$ cat src/rtl/pipe_pkg.sv
// Shared definitions for the pipeline stage registers:
//   - pipe_state_e : occupancy state of a skid stage (encoding equals entry count)
//   - per-stage control/payload widths
//   - ID/EX control field bit offsets and the NOP (bubble) control value
package pipe_pkg;

  typedef enum logic [1:0] {
    EMPTY = 2'd0,
    BUSY  = 2'd1,
    FULL  = 2'd2
  } pipe_state_e;

  // Per-stage bundle widths
  localparam int unsigned IFID_CTRL_W  = 8;
  localparam int unsigned IFID_DATA_W  = 64;
  localparam int unsigned IDEX_CTRL_W  = 8;
  localparam int unsigned IDEX_DATA_W  = 128;
  localparam int unsigned EXMEM_CTRL_W = 8;
  localparam int unsigned EXMEM_DATA_W = 96;
  localparam int unsigned MEMWB_CTRL_W = 8;
  localparam int unsigned MEMWB_DATA_W = 72;

  // ID/EX control field bit offsets
  localparam int unsigned CTRL_REGWRITE_BIT = 0;
  localparam int unsigned CTRL_MEMTOREG_BIT = 1;
  localparam int unsigned CTRL_ALUOP_LSB    = 2;
  localparam int unsigned CTRL_ALUOP_W      = 2;
  localparam int unsigned CTRL_MEMREAD_BIT  = 4;
  localparam int unsigned CTRL_MEMWRITE_BIT = 5;
  localparam int unsigned CTRL_ALUSRC_BIT   = 6;

  // NOP control: all enables low, ALUOp = 2'b11 (bubble opcode)
  localparam logic [IDEX_CTRL_W-1:0] IDEX_CTRL_NOP = 8'h0C;

endpackage

$ cat src/rtl/pipe_stage_skid.sv
// Pipeline stage register with a 2-entry skid buffer (head + skid).
// Valid/ready on both sides, registered in_ready_o, synchronous flush,
// and a forced bubble control value whenever no entry is presented.
// Ports:
//   clk_i, rst_i (async active-low), flush_i
//   in_valid_i / in_ready_o / in_ctrl_i / in_data_i   : upstream side
//   out_valid_o / out_ready_i / out_ctrl_o / out_data_o : downstream side
//   occupancy_o : number of held entries (0..2)
module pipe_stage_skid
  import pipe_pkg::*;
#(
  parameter int unsigned       CTRL_W      = 8,
  parameter int unsigned       DATA_W      = 128,
  parameter logic [CTRL_W-1:0] CTRL_BUBBLE = '0
) (
  input  logic              clk_i,
  input  logic              rst_i,
  input  logic              flush_i,
  input  logic              in_valid_i,
  output logic              in_ready_o,
  input  logic [CTRL_W-1:0] in_ctrl_i,
  input  logic [DATA_W-1:0] in_data_i,
  output logic              out_valid_o,
  input  logic              out_ready_i,
  output logic [CTRL_W-1:0] out_ctrl_o,
  output logic [DATA_W-1:0] out_data_o,
  output logic [1:0]        occupancy_o
);

  pipe_state_e       state_q, state_d;

  logic [CTRL_W-1:0] head_ctrl_q, head_ctrl_d;
  logic [DATA_W-1:0] head_data_q, head_data_d;
  logic [CTRL_W-1:0] skid_ctrl_q, skid_ctrl_d;
  logic [DATA_W-1:0] skid_data_q, skid_data_d;
  logic              out_valid_q, out_valid_d;
  logic              in_ready_q,  in_ready_d;
  logic [1:0]        occ_q,       occ_d;

  logic              in_fire;
  logic              out_fire;

  assign in_fire  = in_valid_i & in_ready_q;
  assign out_fire = out_valid_q & out_ready_i;

  // State register
  always_ff @(posedge clk_i or negedge rst_i) begin
    if (!rst_i) begin
      state_q <= EMPTY;
    end else begin
      state_q <= state_d;
    end
  end

  // Next-state logic; flush overrides every transition
  always_comb begin
    state_d = state_q;
    case (state_q)
      EMPTY: if (in_fire) state_d = BUSY;
      BUSY: begin
        if (in_fire && !out_fire)      state_d = FULL;
        else if (!in_fire && out_fire) state_d = EMPTY;
      end
      FULL:    if (out_fire) state_d = BUSY;
      default: state_d = EMPTY;
    endcase
    if (flush_i) state_d = EMPTY;
  end

  // Output / datapath next values
  always_comb begin
    head_ctrl_d = head_ctrl_q;
    head_data_d = head_data_q;
    skid_ctrl_d = skid_ctrl_q;
    skid_data_d = skid_data_q;
    if (flush_i) begin
      // Payload is left as is; only the control is forced to the bubble
      head_ctrl_d = CTRL_BUBBLE;
    end else begin
      case (state_q)
        EMPTY: begin
          if (in_fire) begin
            head_ctrl_d = in_ctrl_i;
            head_data_d = in_data_i;
          end
        end
        BUSY: begin
          if (in_fire && out_fire) begin
            head_ctrl_d = in_ctrl_i;
            head_data_d = in_data_i;
          end else if (in_fire) begin
            skid_ctrl_d = in_ctrl_i;
            skid_data_d = in_data_i;
          end else if (out_fire) begin
            head_ctrl_d = CTRL_BUBBLE;
          end
        end
        FULL: begin
          if (out_fire) begin
            head_ctrl_d = skid_ctrl_q;
            head_data_d = skid_data_q;
          end
        end
        default: head_ctrl_d = CTRL_BUBBLE;
      endcase
    end
    out_valid_d = (state_d != EMPTY);
    in_ready_d  = (state_d != FULL);
    // State encoding equals the entry count
    occ_d       = 2'(state_d);
  end

  // Output and buffer registers
  always_ff @(posedge clk_i or negedge rst_i) begin
    if (!rst_i) begin
      head_ctrl_q <= CTRL_BUBBLE;
      head_data_q <= '0;
      skid_ctrl_q <= '0;
      skid_data_q <= '0;
      out_valid_q <= 1'b0;
      in_ready_q  <= 1'b1;
      occ_q       <= 2'd0;
    end else begin
      head_ctrl_q <= head_ctrl_d;
      head_data_q <= head_data_d;
      skid_ctrl_q <= skid_ctrl_d;
      skid_data_q <= skid_data_d;
      out_valid_q <= out_valid_d;
      in_ready_q  <= in_ready_d;
      occ_q       <= occ_d;
    end
  end

  assign in_ready_o  = in_ready_q;
  assign out_valid_o = out_valid_q;
  assign out_ctrl_o  = head_ctrl_q;
  assign out_data_o  = head_data_q;
  assign occupancy_o = occ_q;

endmodule

$ cat config.mk
export PLATFORM = sky130hd
export DESIGN_NAME = pipe_stage_skid
export DESIGN_NICKNAME = d
export VERILOG_FILES = /design/src/rtl/pipe_pkg.sv /design/src/rtl/pipe_stage_skid.sv
export SDC_FILE = /design/constraint.sdc
export NUM_CORES = 1
export LEC_CHECK = 0
export CAP_MARGIN = 20
export CORE_ASPECT_RATIO = 1.5
export CORE_MARGIN = 4
export CORE_UTILIZATION = 35
export DETAILED_ROUTE_END_ITERATION = 10
export HOLD_SLACK_MARGIN = 0.03
export PLACE_DENSITY = 0.59
export SETUP_SLACK_MARGIN = 0.2
export SKIP_LAST_GASP = 1
export SLEW_MARGIN = 10
export SYNTH_ARGS = -nofsm -noshare
export SYNTH_HDL_FRONTEND = slang
export SYNTH_SLANG_ARGS = --single-unit
$ cat constraint.sdc
create_clock -name clk_i -period 2.6 [get_ports clk_i]
set_clock_uncertainty 0.15 [all_clocks]
set_input_delay 0.52 -clock clk_i [delete_from_list [all_inputs] [get_ports clk_i]]
set_output_delay 0.52 -clock clk_i [all_outputs]
set_load 0.02 [all_outputs]
# After elaboration in Yosys (flattened, before gate mapping)
# Index checks and enable logic that the tools add are counted.
# Widths: inputs -> output; s select.
[op_classes]
n_eq_ne = 10
mux = 17
bitwise = 4
n_reduce_logical = 11
[op_table]
columns = ["operator", "n"]
rows = [
  ["$mux 128", 3],
  ["$pmux 128 s3", 1],
  ["$mux 8", 6],
  ["$pmux 8 s3", 1],
  ["$mux 2", 5],
  ["$ne 2x2->1 const B", 4],
  ["$ne 4x4->1 const B", 2],
  ["$reduce_and 4->1", 2],
  ["$ne 3x3->1 const B", 2],
  ["$pmux 2 s3", 1],
  ["$reduce_and 5->1", 1],
  ["$logic_and 1x1->1", 3],
  ["$reduce_bool 3->1", 1],
  ["$and 1x1->1", 2],
  ["$eq 2x1->1 const B", 1],
  ["$eq 2x2->1 const B", 1],
  ["$logic_not 1->1", 2],
  ["$logic_not 2->1", 1],
  ["$not 1->1", 2],
  ["$reduce_bool 2->1", 1],
]
[word_totals]
reg_bits = 276
in_bits = 141
word_cells = 49

# Logic depth before layout (Yosys ltp)
# Gate-level depths: netlist (run 1).
[logic_depth]
ltp_word = 8
ltp_mapped = 6
ltp_nobuf = 4

# Worst setup path before layout (run 1)
# OpenSTA, ideal clock, no wires.
[synth_path]
path_type = "flip-flop to flip-flop"
start = "reg in_ready_q, in the netlist in_ready_o"
end = "reg skid_data_q[125]"
setup_time_ns = 0.128
arrival_time_ns = 1.803
setup_slack_ns = 0.519
path_stages_with_launch = 6
n_path_buf = 2
cell_sequence = "dfstp_2 -> nand2_1 -> or4_4 -> buf_6 -> buf_6 -> mux2_1"
[synth_between]
elab_chain_cells = 4
[synth_lines]
columns = ["element", "line", "rtl"]
rows = [
  ["start: declaration", "pipe_stage_skid.sv:37", "logic in_ready_q, in_ready_d;"],
  ["start signal: assignment", "pipe_stage_skid.sv:129", "in_ready_q <= in_ready_d;"],
  ["$and 1x1->1 *", "pipe_stage_skid.sv:43", "assign in_fire = in_valid_i & in_ready_q;"],
  ["$logic_and 1x1->1", "pipe_stage_skid.sv:88", "if (in_fire && out_fire) begin"],
  ["$not 1->1 (no line)", "n/a", ""],
  ["$reduce_and 4->1 (no line) *", "n/a", ""],
  ["end signal: assignment", "pipe_stage_skid.sv:127", "skid_data_q <= skid_data_d;"],
  ["end: declaration", "pipe_stage_skid.sv:35", "logic [DATA_W-1:0] skid_data_q, skid_data_d;"],
]
# Mark *: on every way between the ends. The rest lies on a longest branch, timed or not.
# A chain may end at the register's enable or synchronous reset.

# Worst setup path after layout (run 1)
[layout_path]
start = "reg head_data_q[89], in the netlist out_data_o[89]"
end = "out out_data_o[89]"
[layout_lines]
columns = ["element", "line", "rtl"]
rows = [
  ["start: declaration", "pipe_stage_skid.sv:33", "logic [DATA_W-1:0] head_data_q, head_data_d;"],
  ["start signal: assignment", "pipe_stage_skid.sv:125", "head_data_q <= head_data_d;"],
  ["end: declaration", "pipe_stage_skid.sv:26", "output logic [DATA_W-1:0] out_data_o,"],
]
# No word-level cell between the ends.

==> results of run 1 <==
==> layout by cell type, fill, tap and decap left out <==
| cell | netlist | final |
|---|---|---|
| a21o_1 | 4 | 3 |
| a21o_4 | 0 | 1 |
| a21oi_1 | 4 | 4 |
| a22oi_1 | 8 | 8 |
| a32oi_1 | 1 | 1 |
| and2_1 | 1 | 1 |
| and2b_4 | 0 | 1 |
| buf_12 | 0 | 11 |
| buf_16 | 0 | 1 |
| buf_4 | 12 | 14 |
| buf_8 | 0 | 1 |
| bufinv_16 | 0 | 2 |
| clkbuf_1 | 27 | 6 |
| clkbuf_16 | 0 | 29 |
| clkbuf_8 | 0 | 8 |
| clkdlybuf4s50_1 | 0 | 276 |
| clkinv_2 | 0 | 6 |
| dfrtp_1 | 275 | 275 |
| dfstp_2 | 1 | 1 |
| diode_2 | 0 | 1 |
| dlygate4sd2_1 | 0 | 3 |
| dlygate4sd3_1 | 0 | 1 |
| mux2_1 | 70 | 70 |
| mux2_2 | 85 | 85 |
| mux2_4 | 109 | 109 |
| nand2_1 | 390 | 390 |
| nand2b_4 | 0 | 1 |
| nand3_1 | 1 | 1 |
| nand4_1 | 1 | 1 |
| nor2_1 | 1 | 1 |
| nor2b_1 | 1 | 1 |
| o21a_1 | 1 | 1 |
| o21ai_0 | 2 | 2 |
| o2bb2ai_1 | 8 | 8 |
| or2_1 | 1 | 1 |
| or4_4 | 1 | 1 |
==> stage by stage <==
step / area, sq um / utilization, % / hold slack (ns) / std cells
after CTS: 16740 / 47.82 / 0.3392 / 1798
after floorplan: 12410 / - / 0.07441 / 1026
after global routing: 16750 / 47.85 / 0.3464 / 1799
after detailed placement: 15780 / 45.09 / 0.3257 / 1746
final: 16750 / 47.85 / 0.3364 / 1799
after global placement: 15780 / 45.09 / 0.3233 / 1746
==> flip-flops by register name, indices dropped and copies added (netlist names) <==
name and count:
skid_ctrl_q 8, skid_data_q 128, occupancy_o 2, out_valid_o 1, in_ready_o 1, out_data_o 128
out_ctrl_o 8
==> where the power goes <==
group          leakage (nW)  switching [W]  total [W]  internal, W
clock network         0.474        0.00167    0.00413      0.00246
logic                  4.17        0.00215    0.00524      0.00308
registers              3.32       0.000970    0.00690      0.00593
total                  7.96        0.00480     0.0163       0.0115
==> layer usage <==
metal	part of all wire [%]	vias to the layer above	GRT usage (%)	routed length, um
met5	0	-	0	0
met4	2.5	0	4.847	801
met3	4.6	40	3.122	1464
met2	54	180	30.52	17200
met1	39	4089	18.73	12570
li1	-	3943	-	-
==> cells in the mapped netlist <==
cell | count | area (sq um)
nand4_1 | 1 | 6.260
and2b_1 | 1 | 7.510
clkbuf_1 | 27 | 101.4
buf_4 | 12 | 90.09
dfrtp_1 | 275 | 6882
nor2b_1 | 1 | 6.260
or2_1 | 1 | 6.260
nor2_1 | 1 | 3.750
mux2_2 | 85 | 957.2
nand2b_1 | 1 | 6.260
buf_6 | 16 | 180.2
nand3_1 | 1 | 5.000
nand2_1 | 390 | 1464
a21oi_1 | 4 | 20.02
buf_1 | 2 | 7.510
o2bb2ai_1 | 8 | 70.07
mux2_1 | 70 | 788.3
buf_2 | 1 | 5.000
o21a_1 | 1 | 7.510
a21o_1 | 4 | 30.03
or4_4 | 1 | 11.26
a32oi_1 | 1 | 8.760
a22oi_1 | 8 | 60.06
mux2_4 | 109 | 1637
o21ai_0 | 2 | 10.01
clkbuf_2 | 1 | 5.000
dfstp_2 | 1 | 26.28
and2_1 | 1 | 6.260
==> cell families after synthesis <==
| kind of cell | count (synthesis) | share of synthesized area [%] |
|---|---|---|
| AO/OA/AOI/OAI | 28 | 1.664 |
| buffers and inverters | 59 | 3.136 |
| flip-flops | 276 | 55.67 |
| multiplexers | 264 | 27.26 |
| AND/OR/NAND/NOR | 399 | 12.27 |
==> final cells by class <==
| cell class | instances | area, sq um | area share (%) |
|---|---|---|---|
| diodes | 1 | 2.502 | 0.01494 |
| clock inverters | 8 | 90.09 | 0.5380 |
| multi-input cells | 691 | 5129 | 30.63 |
| well taps | 473 | 591.8 | 3.534 |
| flip-flops and latches | 276 | 6908 | 41.25 |
| clock buffers | 43 | 858.3 | 5.126 |
| repair buffers | 307 | 3167 | 18.91 |
==> final timing paths <==
path	depth (start not counted)	endpoint
worst min register to register	1	out_data_o[4]
min in group clk_i	1	out_data_o[4]
max in group asynchronous	3	in_ready_o
worst min-delay path	2	out_data_o[50]
worst max register to register	5	out_data_o[94]
worst max-delay path	1	out_data_o[89]
==> repair_timing <==
action | 4_1_cts | 5_1_grt
endpoints found under the hold margin | 51 | 0
gates resized for setup | 3 | 1
hold buffers | 1 | 0
setup endpoints to repair | 3 | 8
buffers inserted | 0 | 0
==> results.toml, run 1 <==
[floorplan]
die-height_um = 238.6
row_count = 84
core_sq_um = 35000
die_w_um = 161.7
initial_core_util_pct = 35.45
die_area_sq_um = 38590
ios = 281

[worst_setup_path]
cpLargestDelayFamily = "buffers and inverters"
arrival_ns = 1.60
critPathBufInv = 1
cp-start-kind = "register"
reg2reg_from = "occupancy_o[1]"
worst-r2r-setup-slack_ns = 0.38
cpPeakStageDelay_ns = 0.64
critPathCaptureType = "primary output"
critPathSlowestCell = "clkdlybuf4s50_1"
crit_type = "register to primary output"
worstPathMaxFanout = 2
crit_required_ns = 1.93
crit_path_start = "out_data_o[89]"
cp_cell_sequence = "clkdlybuf4s50_1"

[yosys]
syn_inst = 1026
yosysWarnings = 0
syn_nets = 1167
syn-cell-area_sq_um = 12410
syn_avg_cell_area_sq_um = 12.09
ys_ff_latch = 276
ys_types = 28
seq_area_frac_synth_pct = 55.67

[clock_network]
cts.sinks = 276
clkTransAtPathRegs_ns = 0.07
cts_buffers = 28
htreeDepth = 1
cts_root_buf = "clkbuf_16"
clock_latency_ns = 0.54
cts_buffer_depth = 3
cts_tree = "yes"

[sta]
rsz0062_at_grt = "false"
fmax_mhz = 439.9
setup_viol = 0
tightest_slew_ns = 0.7533
tns_ns = 0
fin_crit_sh_pct = 87.43
period_needed_ns = 2.273
postLayoutSetupSlackWorst_ns = 0.3269
relSlewSlack_pct = 49.78
hold_violations = 0
final_max_slew_viol_count = 0

[status]
status = "complete, no violations"

[layout]
fin_nets = 1445
drive_gt1_share_pct = 20.45
synthToLayoutAreaGrowth_pct = 34.96
fillers = 3182

[power]
cellPowerDensity_nw_per_um2 = 971.4
p_total_w = 0.01627
p_leak_nw = 7.960
worst_ir_drop_vdd_uv = 521.1

[flow_run]
maxCapViolations = 0

[place]
place_ws_ns = -0.01963
hpwl_um = 21440
place_congestion = 0.7747
io_buffers = 280

[route]
post_drt_wl_per_cell_um = 17.81
drtAntennaViolNets = 0
drc = 0
drt-initial-drc-count = 319
totalWireLength_um = 32040
drt-pass1-iter-count = 7
viasPerCell = 4.587
via_count = 8252

[grt]
first_global_vias = 8830
grt_pass1_wl_um = 50430
grt_remaining_overflow = 0
antenna_found_initial = 1
grt_usage_pct = 16.27
grt_max_degree = 139

[hold_path]
hold_class = "primary input to async pin"
Power figures use the tool's default switching activity.
==> inputs of run 2 (changes only) <==
--- a/config.mk
+++ b/config.mk
@@ -10,8 +10,10 @@
 export CORE_MARGIN = 4
 export CORE_UTILIZATION = 35
 export DETAILED_ROUTE_END_ITERATION = 10
+export DONT_BUFFER_PORTS = 1
 export HOLD_SLACK_MARGIN = 0.03
-export PLACE_DENSITY = 0.59
+export PLACE_DENSITY = 0.49
+export REMOVE_ABC_BUFFERS = 1
 export SETUP_SLACK_MARGIN = 0.2
 export SKIP_LAST_GASP = 1
 export SLEW_MARGIN = 10
==> run 2 against run 1 <==
  * The run now ends with negative hold slack left
  * Cell area is 8.9% lower
  * Final cell count is 8.3% lower
  * Routed wire length is 4.7% lower
  * Via count is 5.7% lower
  * Global-route usage is 0.89 points lower
  * Fmax is 3.5% lower
  * Total power is 8.5% lower
  * Non-clock buffer count is 150 lower
  * Sequential share of layout area is 4.0 points higher
  * Register-to-register slack worse by 0.14 ns
  * Critical path type is now register to register
  * Critical endpoint is now skid_data_q[56]
==> results.toml, run 2 (synthesis results as in run 1) <==
[clock_network]
clock_latency_ns = 0.56
clkTransAtPathRegs_ns = 0.07
htreeDepth = 1
cts_hold_buf = 138
cts.sinks = 276
cts_buffer_depth = 3
cts_tree = "yes"
cts_buffers = 29
cts_root_buf = "clkbuf_16"

[sta]
fin_crit_sh_pct = 90.59
fmax_mhz = 424.6
final_max_slew_viol_count = 0
whs_ns = -0.4919
tightest_slew_ns = 0.7304
relSlewSlack_pct = 51.31
tns_ns = 0
hold_violations = 276
setup_viol = 0
period_needed_ns = 2.355
rsz0062_at_grt = "true"

[layout]
antenna_cells = 0
fin_nets = 1296
final_common_cell = "nand2_1"
final_cell_mix = "nand2_1 (390), dfrtp_1 (275), dlygate4sd3_1 (138)"
drive_gt1_share_pct = 22.70
synthToLayoutAreaGrowth_pct = 22.90

[route]
via_count = 7778
drc = 0
drt-pass1-iter-count = 4
post_drt_wl_per_cell_um = 18.51
drt-initial-drc-count = 403
viasPerCell = 4.717
drtAntennaViolNets = 0
totalWireLength_um = 30530

[worst_setup_path]
worst-r2r-setup-slack_ns = 0.24
arrival_ns = 2.64
reg2reg_depth = 4
r2r-end = "skid_data_q[56]"
critPathSlowestCell = "dfstp_2"
critPathCapture = "skid_data_q[56]"
crit_type = "register to register"
crit_required_ns = 2.88
reg2reg_from = "in_ready_o"
worstPathMaxFanout = 77
cpPeakStageDelay_ns = 0.64
cp-start-kind = "register"
crit_path_start = "in_ready_o"
cp_cell_sequence = "nand2_1, or4_4, buf_12, mux2_4"
critPathCaptureType = "register"

[grt]
grt_usage_pct = 15.39
grt_pass1_wl_um = 47930
grt_max_degree = 277
first_global_vias = 8223
antenna_found_initial = 0
grt_remaining_overflow = 0

[floorplan]
ios = 281
die_area_sq_um = 38590
die_w_um = 161.7
core_sq_um = 35000
row_count = 84
die-height_um = 238.6
initial_core_util_pct = 35.45

[place]
io_buffers = 0
hpwl_um = 18610
place_congestion = 0.7400

[power]
p_total_w = 0.01489
cellPowerDensity_nw_per_um2 = 976.5
worst_ir_drop_vdd_uv = 550.8
p_leak_nw = 7.396

[status]
violations = "negative hold slack"
status = "finished with violations"

[hold_path]
hold_class = "primary input to async pin"

[flow_run]
maxCapViolations = 0
## run 2: cell type report
type                       instances  area [sq um]
clock inverter                     9         103.9
sequential                       276          6908
tap                              473         591.8
fill                            3265         19750
multi-input combinational        691          5136
clock buffer                      43         878.3
timing repair buffer             157          1632
## run 2: report_power, final
group	internal, W	leakage [nW]	switching, W	total [W]
registers	0.00592	3.32	0.00197	0.00789
logic	0.00188	3.60	0.000833	0.00272
clock network	0.00252	0.483	0.00176	0.00429
## run 2: worst min path at each step
stage,end,from,cells past startpoint,slack [ns]
after floorplan,occupancy_o[0],rst_i,0,0.07
after global placement,out_data_o[94],rst_i,0,0.08
after detailed placement,out_data_o[94],rst_i,0,0.08
after CTS,out_data_o[68],rst_i,0,-0.53
after global routing,out_data_o[68],rst_i,0,-0.53
final,out_data_o[68],rst_i,0,-0.49
## run 2: what timing repair did
item / CTS / global route
resized for setup: 0 / 2
buffers inserted: 0 / 0
endpoints found under the setup margin: 0 / 12
endpoints found under the hold margin: 531 / 276
## run 2: through the flow
step           util, %  cell area [sq um]  instances  setup slack [ns]
6_report         43.57              15250       1649            0.2447
5_1_grt          43.57              15250       1649            0.1829
4_1_cts          43.53              15230       1649            0.2904
3_5_place_dp     36.78              12870       1459            0.2921
3_3_place_gp     36.78              12870       1459            0.3127
2_1_floorplan        -              12020        967            -3.329
## run 2: routing by layer
| layer | up-vias | GRT usage [%] | wire length, um | part of all wire (%) |
|---|---|---|---|---|
| li1 | 3637 | - | - | - |
| met1 | 3899 | 18.27 | 11900 | 39 |
| met2 | 197 | 27.53 | 15880 | 52 |
| met3 | 45 | 3.536 | 1880 | 6.2 |
| met4 | 0 | 5.078 | 863 | 2.8 |
| met5 | - | 0 | 0 | 0 |
## run 2: worst max-delay path, delay by kind of cell (launching register included)
family,cells,cell delay [ns]
muxes,1,0.38
and+or+nand+nor,2,0.69
buffers and inverters,1,0.25
DFF,1,0.64
==> inputs of run 3 (changes only) <==
--- a/config.mk
+++ b/config.mk
@@ -7,7 +7,6 @@
 export LEC_CHECK = 0
 export CAP_MARGIN = 20
 export CORE_ASPECT_RATIO = 1.5
-export CORE_MARGIN = 4
 export CORE_UTILIZATION = 35
 export DETAILED_ROUTE_END_ITERATION = 10
 export DONT_BUFFER_PORTS = 1
==> run 3 against run 2 <==
  * The flow still finishes with violations (negative hold slack)
  * Sequential power hardly changed
  * Routed wire length fell by 3.2%
  * Register-to-register slack lost 0.03 ns
  * Critical path depth unchanged
  * Cell area is 0.34% lower
  * Fmax fell by 1.1%
  * First-iteration DRC count decreased by 28%
  * Total power fell by 0.32%
  * Clock power about the same
  * Critical path type unchanged
  * Highest routed layer unchanged
==> results.toml, run 3 (synthesis results as in run 1) <==
[sta]
whs_ns = -0.4947
fmax_mhz = 420.1
final_max_slew_viol_count = 0
setup_viol = 0
period_needed_ns = 2.380
fin_crit_sh_pct = 91.55
hold_violations = 276
rsz0062_at_grt = "false"
tightest_slew_ns = 0.7373
postLayoutSetupSlackWorst_ns = 0.2196
relSlewSlack_pct = 50.85

[place]
io_buffers = 0
hpwl_um = 17330
place_ws_ns = 0.3174
place_congestion = 0.7370

[clock_network]
cts_root_buf = "clkbuf_16"
cts_buffers = 30
clock_latency_ns = 0.56
cts.sinks = 276
cts_hold_buf = 137
clkTransAtPathRegs_ns = 0.06
cts_tree = "yes"
cts_buffer_depth = 3
htreeDepth = 1
postCtsSetupRepairBufs = 0

[route]
drtAntennaViolNets = 0
drt-initial-drc-count = 292
via_count = 7720
drc = 0
post_drt_wl_per_cell_um = 17.94
drt-pass1-iter-count = 5
totalWireLength_um = 29550
viasPerCell = 4.687

[power]
cellPowerDensity_nw_per_um2 = 976.6
p_leak_nw = 7.371
worst_ir_drop_vdd_uv = 569.0

[worst_setup_path]
crit_required_ns = 2.89
worstPathMaxFanout = 74
cp-start-kind = "register"
critPathBufInv = 1
critPathSlowestCell = "dfstp_2"
cpLargestDelayFamily = "simple AND/OR/NAND/NOR gates"
arrival_ns = 2.67
crit_type = "register to register"
cpPeakStageDelay_ns = 0.62
critPathCaptureType = "register"
cp_cell_sequence = "nand2_1, or4_4, buf_12, mux2_4"

[layout]
regArea_sq_um = 6908
final_common_cell = "nand2_1"
antenna_cells = 0
final_cell_mix = "nand2_1 (390), dfrtp_1 (275), dlygate4sd3_1 (137)"
synthToLayoutAreaGrowth_pct = 22.49
multiInputGateArea_sq_um = 5129
fin_nets = 1291
drive_gt1_share_pct = 21.98
fillers = 3261

[floorplan]
die_area_sq_um = 36220
die-height_um = 232.6
ios = 281
die_w_um = 155.7
initial_core_util_pct = 35.45
core_sq_um = 35000
row_count = 84

[grt]
first_global_vias = 8297
grt_pass1_wl_um = 47060
grt_usage_pct = 16.47
grt_remaining_overflow = 0
antenna_found_initial = 0
grt_max_degree = 277

[status]
violations = "negative hold slack"
status = "finished with violations"

[hold_path]
hold_class = "primary input to async pin"

[flow_run]
maxCapViolations = 0
==> run 3: cell types whose count changed in the layout (fill, tap and decap cells not counted), sizes merged <==
cell	before	now
clkbuf	43	50
clkinvlp	2	0
buf	19	14
dlygate4sd3	138	137
bufinv	2	1
==> run 3: what timing repair did <==
item                       4_1_cts  5_1_grt
hold endpoints to repair       543      276
resized for setup                0        1
setup endpoints to repair        0        6
==> run 3: worst paths after layout <==
check	startpoint	to	slack [ns]	cells past startpoint
max in group asynchronous	rst_i	in_ready_o	2.40	0
setup / recovery	in_ready_o	skid_data_q[19]	0.22	4
min in group clk_i	in_data_i[44]	out_data_o[44]	0.06	3
hold reg to reg	skid_data_q[126]	skid_data_q[126]	0.34	1
setup reg to reg	in_ready_o	skid_data_q[19]	0.22	4
hold / removal	rst_i	out_data_o[65]	-0.49	0
==> run 3: cell type report <==
type	instances	area share, %
multi-input cells	691	33.75
well taps	473	3.894
flip-flops and latches	276	45.45
clock buffers	50	6.100
clock inverters	6	0.3869
repair buffers	151	10.42
==> run 3: per-stage QoR <==
step / cells / TNS [ns] / power [W] / cell area [sq um] / utilization, %
after floorplan: 967 / -457.17 / 0.009772 / 12020 / -
after detailed placement: 1454 / 0 / 0.01048 / 12830 / 36.67
final: 1647 / 0 / 0.01484 / 15200 / 43.43
after CTS: 1647 / 0 / 0.01507 / 15190 / 43.40
after global routing: 1647 / 0 / 0.01562 / 15200 / 43.43
after global placement: 1454 / 0 / 0.01038 / 12830 / 36.67
==> run 3: routing by layer <==
| layer | part of all wire (%) | track usage (%) |
|---|---|---|
| met1 | 40 | 19.07 |
| met2 | 52 | 30.00 |
| met3 | 6.0 | 3.520 |
| met4 | 2.1 | 5.147 |
| met5 | 0 | 0 |
==> run 3: worst register-to-register path, delay by kind of cell, from the launching register on <==
kind                   cells  cell delay (ns)
muxes                      1             0.59
DFF                        1             0.62
and+or+nand+nor            2             0.68
buffers and inverters      1             0.22
==> run 3: power by group <==
group          switching, W  internal, W
Sequential          0.00196      0.00592
Clock               0.00174      0.00251
Combinational      0.000829      0.00187
